$ cat src/rtl/fighter_renderer_if.sv
// Position handshake between the game logic (master) and fighter_renderer (slave).
// A position set is transferred when pos_valid and pos_ready are both high.
// Optional feature macro: FIGHTER_HEALTH_BAR_EN adds the two health fields.
interface fighter_renderer_if;
  logic       pos_valid;
  logic       pos_ready;
  logic [9:0] p1_x;
  logic [9:0] p1_y;
  logic [9:0] p2_x;
  logic [9:0] p2_y;
`ifdef FIGHTER_HEALTH_BAR_EN
  logic [6:0] p1_health;
  logic [6:0] p2_health;
`endif

  modport master (
    output pos_valid, p1_x, p1_y, p2_x, p2_y,
`ifdef FIGHTER_HEALTH_BAR_EN
    output p1_health, p2_health,
`endif
    input  pos_ready
  );

  modport slave (
    input  pos_valid, p1_x, p1_y, p2_x, p2_y,
`ifdef FIGHTER_HEALTH_BAR_EN
    input  p1_health, p2_health,
`endif
    output pos_ready
  );
endinterface

$ cat src/rtl/fighter_renderer.sv
// fighter_renderer: pixel stage behind the VGA timing generator. Draws
// background, floor and two fighter rectangles with a fixed 3-cycle latency
// (S1 hit tests, S2 priority mux, S3 output register). New fighter positions
// land in a shadow bank and are promoted to the drawing bank only on the
// falling edge of vsync_in, so a frame is never drawn with mixed positions.
// Optional feature macro: FIGHTER_HEALTH_BAR_EN adds health bars on rows 8..15.
module fighter_renderer #(
  parameter int          SCREEN_WIDTH  = 640,
  parameter int          SCREEN_HEIGHT = 480,
  parameter int          SPRITE_W      = 32,
  parameter int          SPRITE_H      = 64,
  parameter int          FLOOR_Y       = 400,
  parameter logic [23:0] BG_COLOR      = 24'h202040,
  parameter logic [23:0] FLOOR_COLOR   = 24'h604020,
  parameter logic [23:0] P1_COLOR      = 24'hE03030,
  parameter logic [23:0] P2_COLOR      = 24'h3060E0
) (
  input  logic                      clk,
  input  logic                      reset,
  input  logic [9:0]                xcoord,
  input  logic [9:0]                ycoord,
  input  logic                      display_en_in,
  input  logic                      hsync_in,
  input  logic                      vsync_in,
  fighter_renderer_if.slave         pos,
  output logic [7:0]                r,
  output logic [7:0]                g,
  output logic [7:0]                b,
  output logic                      hsync_out,
  output logic                      vsync_out,
  output logic                      blank_n,
  output logic                      frame_start
);

  localparam logic [9:0] P1_RESET_X      = 10'd100;
  localparam logic [9:0] P2_RESET_X      = 10'd508;
  localparam logic [9:0] FIGHTER_RESET_Y = 10'(FLOOR_Y - SPRITE_H);
`ifdef FIGHTER_HEALTH_BAR_EN
  localparam logic [23:0] BAR_COLOR      = 24'hF0D000;
  localparam logic [6:0]  HEALTH_MAX     = 7'd100;
`endif

  typedef struct packed {
    logic [9:0] p1x;
    logic [9:0] p1y;
    logic [9:0] p2x;
    logic [9:0] p2y;
`ifdef FIGHTER_HEALTH_BAR_EN
    logic [6:0] h1;
    logic [6:0] h2;
`endif
  } posSet_t;

  function automatic posSet_t resetSet();
    posSet_t s;
    s.p1x = P1_RESET_X;
    s.p1y = FIGHTER_RESET_Y;
    s.p2x = P2_RESET_X;
    s.p2y = FIGHTER_RESET_Y;
`ifdef FIGHTER_HEALTH_BAR_EN
    s.h1  = HEALTH_MAX;
    s.h2  = HEALTH_MAX;
`endif
    return s;
  endfunction

  // Sums are done 11 bits wide so a sprite near the edge is clipped, not wrapped.
  function automatic logic inSpan(input logic [9:0] c, input logic [9:0] origin,
                                  input logic [10:0] size);
    return ({1'b0, c} >= {1'b0, origin}) && ({1'b0, c} < ({1'b0, origin} + size));
  endfunction

`ifdef FIGHTER_HEALTH_BAR_EN
  function automatic logic [6:0] clampHealth(input logic [6:0] h);
    return (h > HEALTH_MAX) ? HEALTH_MAX : h;
  endfunction
`endif

  posSet_t    shadow_q, shadow_d;
  posSet_t    active_q, active_d;
  posSet_t    offered;
  logic       pending_q, pending_d;
  logic       vsyncPrev_q;
  logic       frameStart_q;
  logic       boundary;
  logic       accept;

  logic       onScreen;
  logic       hitP1_d, hitP2_d;
  logic       hitP1_q, hitP2_q;
  logic       de1_q, hs1_q, vs1_q;
  logic [9:0] y1_q;
`ifdef FIGHTER_HEALTH_BAR_EN
  logic       barRow;
  logic [10:0] x11, len1, len2;
  logic       hitBar_d, hitBar_q;
`endif

  logic [23:0] color2_d, color2_q;
  logic        de2_q, hs2_q, vs2_q;

  logic [23:0] rgb_q;
  logic        blank_q, hs3_q, vs3_q;

  assign boundary      = vsyncPrev_q & ~vsync_in;
  assign accept        = pos.pos_valid & ~pending_q;
  assign pos.pos_ready = ~pending_q;

  // Collect the position set currently offered on the handshake port.
  always_comb begin
    offered     = resetSet();
    offered.p1x = pos.p1_x;
    offered.p1y = pos.p1_y;
    offered.p2x = pos.p2_x;
    offered.p2y = pos.p2_y;
`ifdef FIGHTER_HEALTH_BAR_EN
    offered.h1  = clampHealth(pos.p1_health);
    offered.h2  = clampHealth(pos.p2_health);
`endif
  end

  // Promote shadow to active at a boundary; an accept on the same cycle only refills shadow.
  always_comb begin
    shadow_d  = shadow_q;
    active_d  = active_q;
    pending_d = pending_q;
    if (boundary && pending_q) begin
      active_d  = shadow_q;
      pending_d = 1'b0;
    end
    if (accept) begin
      shadow_d  = offered;
      pending_d = 1'b1;
    end
  end

  // Position banks, vsync edge history and the frame_start pulse.
  always_ff @(posedge clk) begin
    if (reset) begin
      shadow_q     <= resetSet();
      active_q     <= resetSet();
      pending_q    <= 1'b0;
      vsyncPrev_q  <= 1'b1;
      frameStart_q <= 1'b0;
    end else begin
      shadow_q     <= shadow_d;
      active_q     <= active_d;
      pending_q    <= pending_d;
      vsyncPrev_q  <= vsync_in;
      frameStart_q <= boundary;
    end
  end

  // S1 hit tests against the active bank.
  always_comb begin
    onScreen = (xcoord < 10'(SCREEN_WIDTH)) && (ycoord < 10'(SCREEN_HEIGHT));
    hitP1_d  = onScreen && inSpan(xcoord, active_q.p1x, 11'(SPRITE_W))
                        && inSpan(ycoord, active_q.p1y, 11'(SPRITE_H));
    hitP2_d  = onScreen && inSpan(xcoord, active_q.p2x, 11'(SPRITE_W))
                        && inSpan(ycoord, active_q.p2y, 11'(SPRITE_H));
`ifdef FIGHTER_HEALTH_BAR_EN
    barRow   = (ycoord >= 10'd8) && (ycoord <= 10'd15);
    x11      = {1'b0, xcoord};
    len1     = {3'b000, active_q.h1, 1'b0};
    len2     = {3'b000, active_q.h2, 1'b0};
    hitBar_d = barRow && (((x11 >= 11'd16) && (x11 < (11'd16 + len1)))
                       || ((x11 >= (11'(SCREEN_WIDTH - 16) - len2))
                           && (x11 < 11'(SCREEN_WIDTH - 16))));
`endif
  end

  // S1 register: coordinates, enables, syncs and hit flags. Syncs idle high.
  always_ff @(posedge clk) begin
    if (reset) begin
      de1_q   <= 1'b0;
      hs1_q   <= 1'b1;
      vs1_q   <= 1'b1;
      y1_q    <= '0;
      hitP1_q <= 1'b0;
      hitP2_q <= 1'b0;
`ifdef FIGHTER_HEALTH_BAR_EN
      hitBar_q <= 1'b0;
`endif
    end else begin
      de1_q   <= display_en_in;
      hs1_q   <= hsync_in;
      vs1_q   <= vsync_in;
      y1_q    <= ycoord;
      hitP1_q <= hitP1_d;
      hitP2_q <= hitP2_d;
`ifdef FIGHTER_HEALTH_BAR_EN
      hitBar_q <= hitBar_d;
`endif
    end
  end

  // S2 colour priority: bars, P1, P2, floor, background.
  always_comb begin
    color2_d = BG_COLOR;
`ifdef FIGHTER_HEALTH_BAR_EN
    if (hitBar_q)
      color2_d = BAR_COLOR;
    else
`endif
    if (hitP1_q)
      color2_d = P1_COLOR;
    else if (hitP2_q)
      color2_d = P2_COLOR;
    else if ((y1_q >= 10'(FLOOR_Y)) && (y1_q < 10'(SCREEN_HEIGHT)))
      color2_d = FLOOR_COLOR;
  end

  // S2 register.
  always_ff @(posedge clk) begin
    if (reset) begin
      color2_q <= '0;
      de2_q    <= 1'b0;
      hs2_q    <= 1'b1;
      vs2_q    <= 1'b1;
    end else begin
      color2_q <= color2_d;
      de2_q    <= de1_q;
      hs2_q    <= hs1_q;
      vs2_q    <= vs1_q;
    end
  end

  // S3 output register with blanking outside the active region.
  always_ff @(posedge clk) begin
    if (reset) begin
      rgb_q   <= '0;
      blank_q <= 1'b0;
      hs3_q   <= 1'b1;
      vs3_q   <= 1'b1;
    end else begin
      rgb_q   <= de2_q ? color2_q : 24'h000000;
      blank_q <= de2_q;
      hs3_q   <= hs2_q;
      vs3_q   <= vs2_q;
    end
  end

  assign r           = rgb_q[23:16];
  assign g           = rgb_q[15:8];
  assign b           = rgb_q[7:0];
  assign blank_n     = blank_q;
  assign hsync_out   = hs3_q;
  assign vsync_out   = vs3_q;
  assign frame_start = frameStart_q;

endmodule

$ cat src/flat_wrapper.sv
// flat-port wrapper written by rule: the top's interface ports become plain ports
module fighter_renderer_flat 
#(
  parameter int          SCREEN_WIDTH  = 640,
  parameter int          SCREEN_HEIGHT = 480,
  parameter int          SPRITE_W      = 32,
  parameter int          SPRITE_H      = 64,
  parameter int          FLOOR_Y       = 400,
  parameter logic [23:0] BG_COLOR      = 24'h202040,
  parameter logic [23:0] FLOOR_COLOR   = 24'h604020,
  parameter logic [23:0] P1_COLOR      = 24'hE03030,
  parameter logic [23:0] P2_COLOR      = 24'h3060E0
)
  (clk, reset, xcoord, ycoord, display_en_in, hsync_in, vsync_in, r, g, b, hsync_out, vsync_out, blank_n, frame_start, pos_pos_valid, pos_p1_x, pos_p1_y, pos_p2_x, pos_p2_y, pos_pos_ready);
  fighter_renderer_if pos_i ();
  input  logic clk;
  input  logic reset;
  input  logic [9:0] xcoord;
  input  logic [9:0] ycoord;
  input  logic display_en_in;
  input  logic hsync_in;
  input  logic vsync_in;
  output logic [7:0] r;
  output logic [7:0] g;
  output logic [7:0] b;
  output logic hsync_out;
  output logic vsync_out;
  output logic blank_n;
  output logic frame_start;
  input wire logic [$bits(pos_i.pos_valid)-1:0] pos_pos_valid;
  input wire logic [$bits(pos_i.p1_x)-1:0] pos_p1_x;
  input wire logic [$bits(pos_i.p1_y)-1:0] pos_p1_y;
  input wire logic [$bits(pos_i.p2_x)-1:0] pos_p2_x;
  input wire logic [$bits(pos_i.p2_y)-1:0] pos_p2_y;
  output wire logic [$bits(pos_i.pos_ready)-1:0] pos_pos_ready;
  assign pos_i.pos_valid = pos_pos_valid;
  assign pos_i.p1_x = pos_p1_x;
  assign pos_i.p1_y = pos_p1_y;
  assign pos_i.p2_x = pos_p2_x;
  assign pos_i.p2_y = pos_p2_y;
  assign pos_pos_ready = pos_i.pos_ready;
  fighter_renderer #(.SCREEN_WIDTH(SCREEN_WIDTH), .SCREEN_HEIGHT(SCREEN_HEIGHT), .SPRITE_W(SPRITE_W), .SPRITE_H(SPRITE_H), .FLOOR_Y(FLOOR_Y), .BG_COLOR(BG_COLOR), .FLOOR_COLOR(FLOOR_COLOR), .P1_COLOR(P1_COLOR), .P2_COLOR(P2_COLOR)) u_core (.clk(clk), .reset(reset), .xcoord(xcoord), .ycoord(ycoord), .display_en_in(display_en_in), .hsync_in(hsync_in), .vsync_in(vsync_in), .pos(pos_i), .r(r), .g(g), .b(b), .hsync_out(hsync_out), .vsync_out(vsync_out), .blank_n(blank_n), .frame_start(frame_start));
endmodule
$ cat config.mk
export PLATFORM = sky130hd
export DESIGN_NAME = fighter_renderer_flat
export DESIGN_NICKNAME = d
export VERILOG_FILES = /design/src/rtl/fighter_renderer_if.sv /design/src/rtl/fighter_renderer.sv /design/src/flat_wrapper.sv
export SDC_FILE = /design/constraint.sdc
export NUM_CORES = 1
export LEC_CHECK = 0
export CAP_MARGIN = 40
export CORE_MARGIN = 5
export CORE_UTILIZATION = 40
export CTS_BUF_LIST = sky130_fd_sc_hd__clkbuf_16
export DETAILED_ROUTE_END_ITERATION = 8
export GPL_ROUTABILITY_DRIVEN = 0
export GPL_TIMING_DRIVEN = 0
export PLACE_DENSITY = 0.68
export SYNTH_ARGS = -nofsm -noshare
export SYNTH_HDL_FRONTEND = slang
export SYNTH_SLANG_ARGS = --single-unit
$ cat constraint.sdc
create_clock -name clk -period 4.6 [get_ports clk]
set_input_delay 0.92 -clock clk [delete_from_list [all_inputs] [get_ports clk]]
set_output_delay 0.92 -clock clk [all_outputs]
set_load 0.02 [all_outputs]
[Word-level counts from Yosys, hierarchy flattened]
Index checks and enable logic that the tools add are counted.
Storage, ports and cells
  word-level logic and storage cells: 67
  register bits: 151
Operators by class
  $lt $le $gt $ge: 12
  bitwise operators: 5
  add/subtract/negate cells: 4
  reduce and logical (&&, ||, !) cells: 15
  mux-type cells: 5
Operators with widths (number)
  $mux 24: 2
  $lt 10x11->1: 4
  $ge 10x10->1: 4
  $mux 23: 1
  $add 10x6->11 const B: 2
  $add 10x7->11 const B: 2
  $lt 10x9->1 const B: 2
  $logic_and 1x1->1: 11
  $ge 10x9->1 const B: 1
  $lt 10x10->1 const B: 1
  $reduce_or 2->1: 2
  $not 1->1: 3
  $reduce_or 3->1: 1
  $and 1x1->1: 2
  $mux 1: 2
  $reduce_bool 2->1: 1

[Longest topological paths before layout]
Gate-level depths: netlist of the first run.
  depth in word-level cells: 5
  mapped depth: 9
  mapped depth without buffers: 9

[Worst setup path before layout of the first run]
Ideal clock, no wire load.
  path type: in2reg
  start: input xcoord[8]
  end: register u_core.hitP2_q
  data required time: 4513 ps
  setup time: 87 ps
  cell stages on the path: 7
  setup slack: 2346 ps
  arrival time: 2167 ps
  path through: ha_1 a21o_1 a211o_1 o22a_1 o31ai_1 o22ai_1 nor4b_2
On the way
  word-level cells in the longest chain between the ends: 4
  elaborated cells between the ends (all ways): 7
  classes of those cells: order compare (3); reduce/logical (4)
RTL lines
  start: declaration: line flat_wrapper.sv:18  | input logic [9:0] xcoord;
  $lt 10x11->1 (tied with other cells): line fighter_renderer.sv:70  | return ({1'b0, c} >= {1'b0, origin}) && ({1'b0, c} < ({1'b0, origin} + size));
  $logic_and 1x1->1 (on tied branches): line fighter_renderer.sv:70, fighter_renderer.sv:156
  $logic_and 1x1->1 (*): line fighter_renderer.sv:159  | hitP2_d = onScreen && inSpan(xcoord, active_q.p2x, 11'(SPRITE_W))
  $logic_and 1x1->1 (*): line fighter_renderer.sv:160  | && inSpan(ycoord, active_q.p2y, 11'(SPRITE_H));
  end signal: assignment: line fighter_renderer.sv:190  | hitP2_q <= hitP2_d;
  end: declaration: line fighter_renderer.sv:90  | logic hitP1_q, hitP2_q;
Mark *: on every way between the ends. The rest lies on a longest branch, timed or not.
A chain may end at the register's enable or synchronous reset.

[Worst setup path after layout of the first run]
  start: input ycoord[8]
  end: register u_core.hitP1_q
On the way
  word-level cells in the longest chain between the ends: 4
  elaborated cells between the ends (all ways): 7
  classes of those cells: order compare (3); reduce/logical (4)
RTL lines
  start: declaration: line flat_wrapper.sv:19  | input logic [9:0] ycoord;
  $lt 10x9->1: line fighter_renderer.sv:156  | onScreen = (xcoord < 10'(SCREEN_WIDTH)) && (ycoord < 10'(SCREEN_HEIGHT));
  $logic_and 1x1->1: line fighter_renderer.sv:156
  $logic_and 1x1->1: line fighter_renderer.sv:157  | hitP1_d = onScreen && inSpan(xcoord, active_q.p1x, 11'(SPRITE_W))
  $logic_and 1x1->1 (*): line fighter_renderer.sv:158  | && inSpan(ycoord, active_q.p1y, 11'(SPRITE_H));
  end signal: assignment: line fighter_renderer.sv:189  | hitP1_q <= hitP1_d;
  end: declaration: line fighter_renderer.sv:90
Marks and branches as above.

==> summary.md, run 1 <==
| Metric | Value |
|---|---|
| Hold-fix buffer count after cts | `0` |
| Worst r2r src | `u_core.active_q[15]` |
| Pre-CTS WS | `1.499 ns` |
| Critical Path End | `u_core.hitP1_q` |
| CTS clk-pin slew, worst paths | `0.05 ns` |
| I/O pins | `95` |
| Finish-stage setup viols | `0` |
| Crit path from | `ycoord[8]` |
| Synthesized flop and latch total | `115` |
| LEAKAGE | `3.083 nW` |
| IO Port Bufs | `81` |
| Clock Skew | `0.006979 ns` |
| Syn avg cell area | `8.354 um2` |
| Non-Filler Instances | `960` |
| Fin. Hold Viols | `0` |
| Cells taking the most area after synthesis | `dfxtp_1, ha_1, nand2_1, a21oi_1, inv_1` |
| Vias per inst | `4.886` |
| First-pass GRT wire length | `23.06 mm` |
| Tcrit/Tclk final | `0.5779` |
| CTS buffer count | `17` |
| Post-CTS setup buffers | `0` |
| P per Cell Area | `368.9 nW/um2` |
| Die footprint | `16210 um2` |
| Cells after DPL | `928` |
| Residual DRC | `0` |
| Seq/Total Area, Yosys | `0.4182` |
| Overflow after GRT | `0` |
| Max FO, Critical Path | `6` |
| Crit. End Element | `flip-flop` |
| Worst hold margin | `0.4072 ns` |
| Max Transition Viols Final | `0` |
| RR Endpoint | `u_core.hitP2_q` |
| Routed WL | `13.63 mm` |
| Pre-Repair DR Iteration Count | `4` |
| CTS tree | `built` |
| Fin crit period | `2.658 ns` |
| Setup_tns | `0 ns` |
| Synth Cell Area | `5505 um2` |
| Starting Density | `0.4124` |
| Worst skew pair latency | `0.41 ns` |
| Die W | `127.3 um` |
| Hpwl dp | `10.82 mm` |
| Antenna Nets Post-Route | `0` |
| Worst setup margin | `1.942 ns` |
| Initial antenna violation count | `0` |
| Fraction of layout cells with a size suffix above 1 | `0.07015` |
| Root buf cell | `clkbuf_16` |
| Fin nets | `899` |
| Vias in the first global route | `4882` |
| RSZ-0062 raised after global routing | `no` |
| P&R area growth vs syn | `29.57%` |
| Post-synth cell types | `49` |
| Max_cap viols | `0` |
| Outcome | `finished clean` |
| Gr usage total | `0.1761` |
| Worst EP arrival | `2.96 ns` |
| Row count | `42` |
| Synth top area share | `0.4182` |
| Fillcell total | `1277` |
| Initial drt markers | `230` |
| EDFF count, synth | `0` |
| Worst Max-Slew Pin Slew | `0.5531 ns` |
| Overall Power | `0.002631 W` |
| Largest net degree at the start of global routing | `17` |
| Required @ worst endpoint | `4.90 ns` |
| Ys async rst share | `0` |
| Peak supply drop | `251.8 uV` |
| Maximum clock path buffer count | `2` |
| CTS sink count | `115` |
| H-tree lvl count | `4` |
| Crit Path Category | `input pin to flip-flop` |
| ANT cells | `0` |
| Reg2Reg Depth | `8` |
| Routed vias | `4691` |
| Synth Flop Type | `dfxtp_1` |
| Die Ht | `127.3 um` |
| Core ar. | `13350 um2` |
| Hold WC Path Type | `flip-flop to flip-flop` |
| Flop-to-flop setup slack | `2.37 ns` |
| Fmax | `376.2 MHz` |
| Yosys warning count | `0` |
| Yosys top cell by area | `dfxtp_1` |
| Resized Gates After CTS | `0` |
| Mapped Cells | `659` |
| Startpoint types | `input pin` |
| Slew HR | `0.6312` |
| Post-DR wirelength/cell | `14.19 um` |
-- state kept, by name (all words and copies together), names as in the netlist, 6 cells and up --
| signal | cells |
|---|---|
| u_core.color2_q | 8 |
| u_core.active_q | 40 |
| u_core.rgb_q | 8 |
| u_core.shadow_q | 40 |
| u_core.y1_q | 6 |
-- cell usage in the layout (no fill, tap or decap), types with 2 or more instances in the layout --
master and instances:
clkbuf_1 23, buf_4 16, buf_1 2, inv_1 53, a211oi_1 3, nand4_1 4
and2_1 9, xnor2_1 10, bufinv_16 2, a21o_1 12, nand3_1 26, o22ai_1 2
o211ai_1 18, a21oi_1 69, conb_1 13, nor3_1 4, o21ai_0 10, clkbuf_16 17
nor2b_1 14, ha_1 62, clkinvlp_4 2, dfxtp_1 115, clkinv_2 4, clkinv_1 4
nor2_1 10, clkdlybuf4s50_1 81, o21a_1 4, nand2_1 151, and3_1 4, buf_2 4
or2_2 5, o31ai_1 3, nand2b_1 6
-- layer usage --
metal | vias to the layer above | global-route usage | wire [um]
met3 | 26 | 0.04508 | 824
met5 | - | 0 | 0
li1 | 2407 | - | -
met4 | 0 | 0.08202 | 442
met2 | 128 | 0.2914 | 6336
met1 | 2130 | 0.2144 | 6024
-- cell families (layout without fill, tap and decap cells) --
group	count (synthesis)	count (layout)	share of synthesized area
other	1	13	0.0006812
AND/OR/NAND/NOR	241	241	0.1975
flip-flops	115	115	0.4182
buffers and inverters	97	210	0.07795
adder cells (fa/ha/maj)	62	62	0.1409
AO/OA/AOI/OAI	133	133	0.1489
XOR/XNOR	10	10	0.01591
-- area by class of cell --
| class | instances | area, um2 | area share |
|---|---|---|---|
| timing repair buffer | 81 | 810.8 | 0.1137 |
| clock buffer | 17 | 425.4 | 0.05964 |
| inverter | 52 | 195.2 | 0.02736 |
| sequential | 115 | 2302 | 0.3228 |
| tap | 176 | 220.2 | 0.03087 |
| multi-input combinational | 459 | 2819 | 0.3952 |
| clock inverter | 15 | 126.4 | 0.01772 |
| buffer | 45 | 234.0 | 0.03280 |
-- power by group --
| part | switching, W | leakage [nW] | internal, W |
|---|---|---|---|
| logic | 0.000183 | 1.86 | 0.000163 |
| clock network | 0.000439 | 0.278 | 0.000779 |
| registers | 0.0000246 | 0.942 | 0.00104 |
-- through the flow --
step / area [um2] / util
after floorplan: 5550 / -
after global placement: 6581 / 0.4931
after detailed placement: 6581 / 0.4931
after CTS: 7133 / 0.5344
after global routing: 7133 / 0.5344
final: 7133 / 0.5344
-- worst min-delay path by stage --
stage / from / end / slack, ns / cells after the start
after floorplan: u_core.hs1_q / u_core.hs2_q / 0.39 / 1
after global routing: u_core.vs2_q / u_core.vsync_out / 0.43 / 1
after detailed placement: u_core.vs2_q / u_core.vsync_out / 0.40 / 1
after CTS: u_core.vs2_q / u_core.vsync_out / 0.41 / 1
after global placement: u_core.vs2_q / u_core.vsync_out / 0.40 / 1
final: u_core.vs2_q / u_core.vsync_out / 0.41 / 1
-- cells in the mapped netlist (2+ instances only) --
master	count
a211oi_1	3
a21o_1	12
a21oi_1	69
and2_1	9
and3_1	4
buf_1	2
buf_2	4
buf_4	16
clkbuf_1	23
dfxtp_1	115
ha_1	62
inv_1	50
nand2_1	151
nand2b_1	6
nand3_1	26
nand4_1	4
nor2_1	10
nor2b_1	14
nor3_1	4
o211ai_1	18
o21a_1	4
o21ai_0	10
o22ai_1	2
o31ai_1	3
or2_2	5
xnor2_1	10
-- critical path, cell delays in order --
cell,delay (ns)
clkdlybuf4s50_1,0.66
ha_1,0.30
a21o_1,0.20
a21oi_2,0.16
or2b_1,0.24
o21a_1,0.19
nor4_1,0.29
No activity file was read; power rests on OpenSTA's default activity.
==> run 2, diff against run 1 <==
- PLACE_DENSITY: 0.68 -> 0.71
- clock period: 4.6 -> 2.3 ns (I/O delays scaled with it)
==> summary.md, run 2 (synthesis results as in run 1) <==
| Metric | Value |
|---|---|
| Hpwl dp | `10.18 mm (-5.9%)` |
| IO Port Bufs | `81 (unchanged)` |
| Hold-fix buffer count after cts | `0 (unchanged)` |
| Fin. Hold Viols | `0 (unchanged)` |
| Die W | `127.3 um (unchanged)` |
| H-tree lvl count | `4 (unchanged)` |
| Worst Max-Slew Pin Slew | `0.5919 ns (+0.03879 ns)` |
| Cells after DPL | `928 (unchanged)` |
| Finish-stage setup viols | `0 (unchanged)` |
| Initial antenna violation count | `0 (unchanged)` |
| Maximum clock path buffer count | `2 (unchanged)` |
| Die Ht | `127.3 um (unchanged)` |
| Worst EP arrival | `2.52 ns (-0.44 ns)` |
| Worst skew pair latency | `0.41 ns (about the same)` |
| First-pass GRT wire length | `21.61 mm (-6.3%)` |
| Post-DR wirelength/cell | `13.69 um (-3.5%)` |
| Routed vias | `4543 (-3.2%)` |
| Die footprint | `16210 um2 (unchanged)` |
| Required @ worst endpoint | `2.62 ns (-2.28 ns)` |
| Slew HR | `0.6054 (-0.02586)` |
| Vias per inst | `4.727 (-3.3%)` |
| Max_cap viols | `0 (unchanged)` |
| Root buf cell | `clkbuf_16` |
| Worst setup margin | `0.1006 ns (-1.841 ns)` |
| Peak supply drop | `523.4 uV (+110%)` |
| Fin nets | `900 (+0.11%)` |
| Hold WC Path Type | `flip-flop to flip-flop` |
| Residual DRC | `0 (unchanged)` |
| Tcrit/Tclk final | `0.9563` |
| Most frequent cells in the layout | `nand2_1, dfxtp_1, clkdlybuf4s50_1` |
| Commonest non-fill, non-tap cell in the layout | `nand2_1` |
| CTS sink count | `115 (unchanged)` |
| I/O pins | `95 (unchanged)` |
| Pre-Repair DR Iteration Count | `5 (+1)` |
| Biggest registers after layout | `u_core.active_q (40), u_core.shadow_q (40)` |
| Initial drt markers | `245 (+6.5%)` |
| Max Transition Viols Final | `0 (unchanged)` |
| Fmax | `454.7 MHz` |
| LEAKAGE | `3.093 nW (+0.30%)` |
| Fin crit period | `2.199 ns` |
| CTS tree | `built` |
| Clock Skew | `0.006240 ns (-0.0007391 ns)` |
| Row count | `42 (unchanged)` |
| Starting Density | `0.4124 (unchanged)` |
| Pre-CTS WS | `-0.3371 ns (-1.836 ns)` |
| Routed WL | `13.16 mm (-3.4%)` |
| Antenna Nets Post-Route | `0 (unchanged)` |
| CTS buffer count | `17 (unchanged)` |
| Gr usage total | `0.1675 (-0.008575)` |
| Vias in the first global route | `4412 (-9.6%)` |
| Max FO, Critical Path | `3 (-3)` |
| Layout Utilization | `0.5399 (+0.005531)` |
| Overflow after GRT | `0 (unchanged)` |
| Startpoint types | `flip-flop` |
| Placed Area | `6581 um2 (unchanged)` |
| Fraction of layout cells with a size suffix above 1 | `0.09045 (+0.02029)` |
| P&R area growth vs syn | `30.91%` |
| Core ar. | `13350 um2 (unchanged)` |
| CTS clk-pin slew, worst paths | `0.05 ns (about the same)` |
| Crit. End Element | `flip-flop` |
| ANT cells | `0 (unchanged)` |
| Crit Path Category | `flip-flop to flip-flop` |
| Non-Filler Instances | `961 (+0.10%)` |
| Largest net degree at the start of global routing | `17 (unchanged)` |
| P per Cell Area | `724.4 nW/um2 (+96%)` |
| Outcome | `finished clean` |
| Post-Layout Inst Area | `7207 um2 (+1.0%)` |
| Worst hold margin | `0.4009 ns (-0.006229 ns)` |
==> run 2: cell types whose count changed in the layout (fill, tap and decap cells not counted), moves of 2 or more <==
| cell | previous run | this run |
|---|---|---|
| dfxtp_4 | 0 | 3 |
| ha_1 | 62 | 60 |
| inv_1 | 53 | 51 |
| dfxtp_1 | 115 | 111 |
| nand3_1 | 26 | 24 |
| clkinv_4 | 1 | 3 |
| clkinvlp_4 | 2 | 5 |
==> run 2: report_power, final <==
part,internal (W),leakage [nW],switching (W)
clock,0.00146,0.257,0.000917
combinational,0.000335,1.89,0.000368
sequential,0.00208,0.943,0.0000509
==> run 2: worst paths after layout <==
path / depth (start not counted) / slack (ns) / end / startpoint
max: 9 / 0.10 / u_core.hitP2_q / u_core.active_q[15]
min reg2reg: 1 / 0.40 / u_core.hs2_q / u_core.hs1_q
min: 1 / 0.40 / u_core.hs2_q / u_core.hs1_q
max reg2reg: 9 / 0.10 / u_core.hitP2_q / u_core.active_q[15]
==> run 2: layer usage <==
metal / vias to the layer above / part of all wire / track usage
met4: 0 / 0.011 / 0.05552
li1: 2417 / - / -
met3: 9 / 0.064 / 0.03881
met5: - / 0 / 0
met1: 1993 / 0.47 / 0.2210
met2: 124 / 0.46 / 0.2710
==> run 2: final cells by class <==
| cell class | instances | area (um2) |
|---|---|---|
| fill | 1295 | 6141 |
| timing repair buffer | 82 | 820.8 |
| inverter | 52 | 195.2 |
| clock buffer | 17 | 425.4 |
| tap | 176 | 220.2 |
| multi-input combinational | 459 | 2877 |
| buffer | 45 | 234.0 |
| clock inverter | 15 | 120.1 |
| sequential | 115 | 2315 |
==> run 2: metrics by stage <==
stage                     setup TNS [ns]  total power (W)
final                                  0         0.005221
after global routing            -0.02746         0.005449
after CTS                              0         0.005235
after detailed placement          -2.613         0.002855
after global placement            -1.952         0.002841
after floorplan                        0         0.002587
==> run 2: worst max-delay path: stages, from the launching register on <==
cell	delay, ns
dfxtp_4	0.38
ha_4	0.14
nand3_2	0.08
xnor2_1	0.13
ha_1	0.31
a211o_1	0.35
o22a_1	0.19
o31ai_2	0.09
o22ai_1	0.16
nor4b_2	0.28
==> run 2: timing repair <==
action	CTS	global route
setup buffers	0	1
endpoints found under the setup margin	0	2
resized for setup	0	18
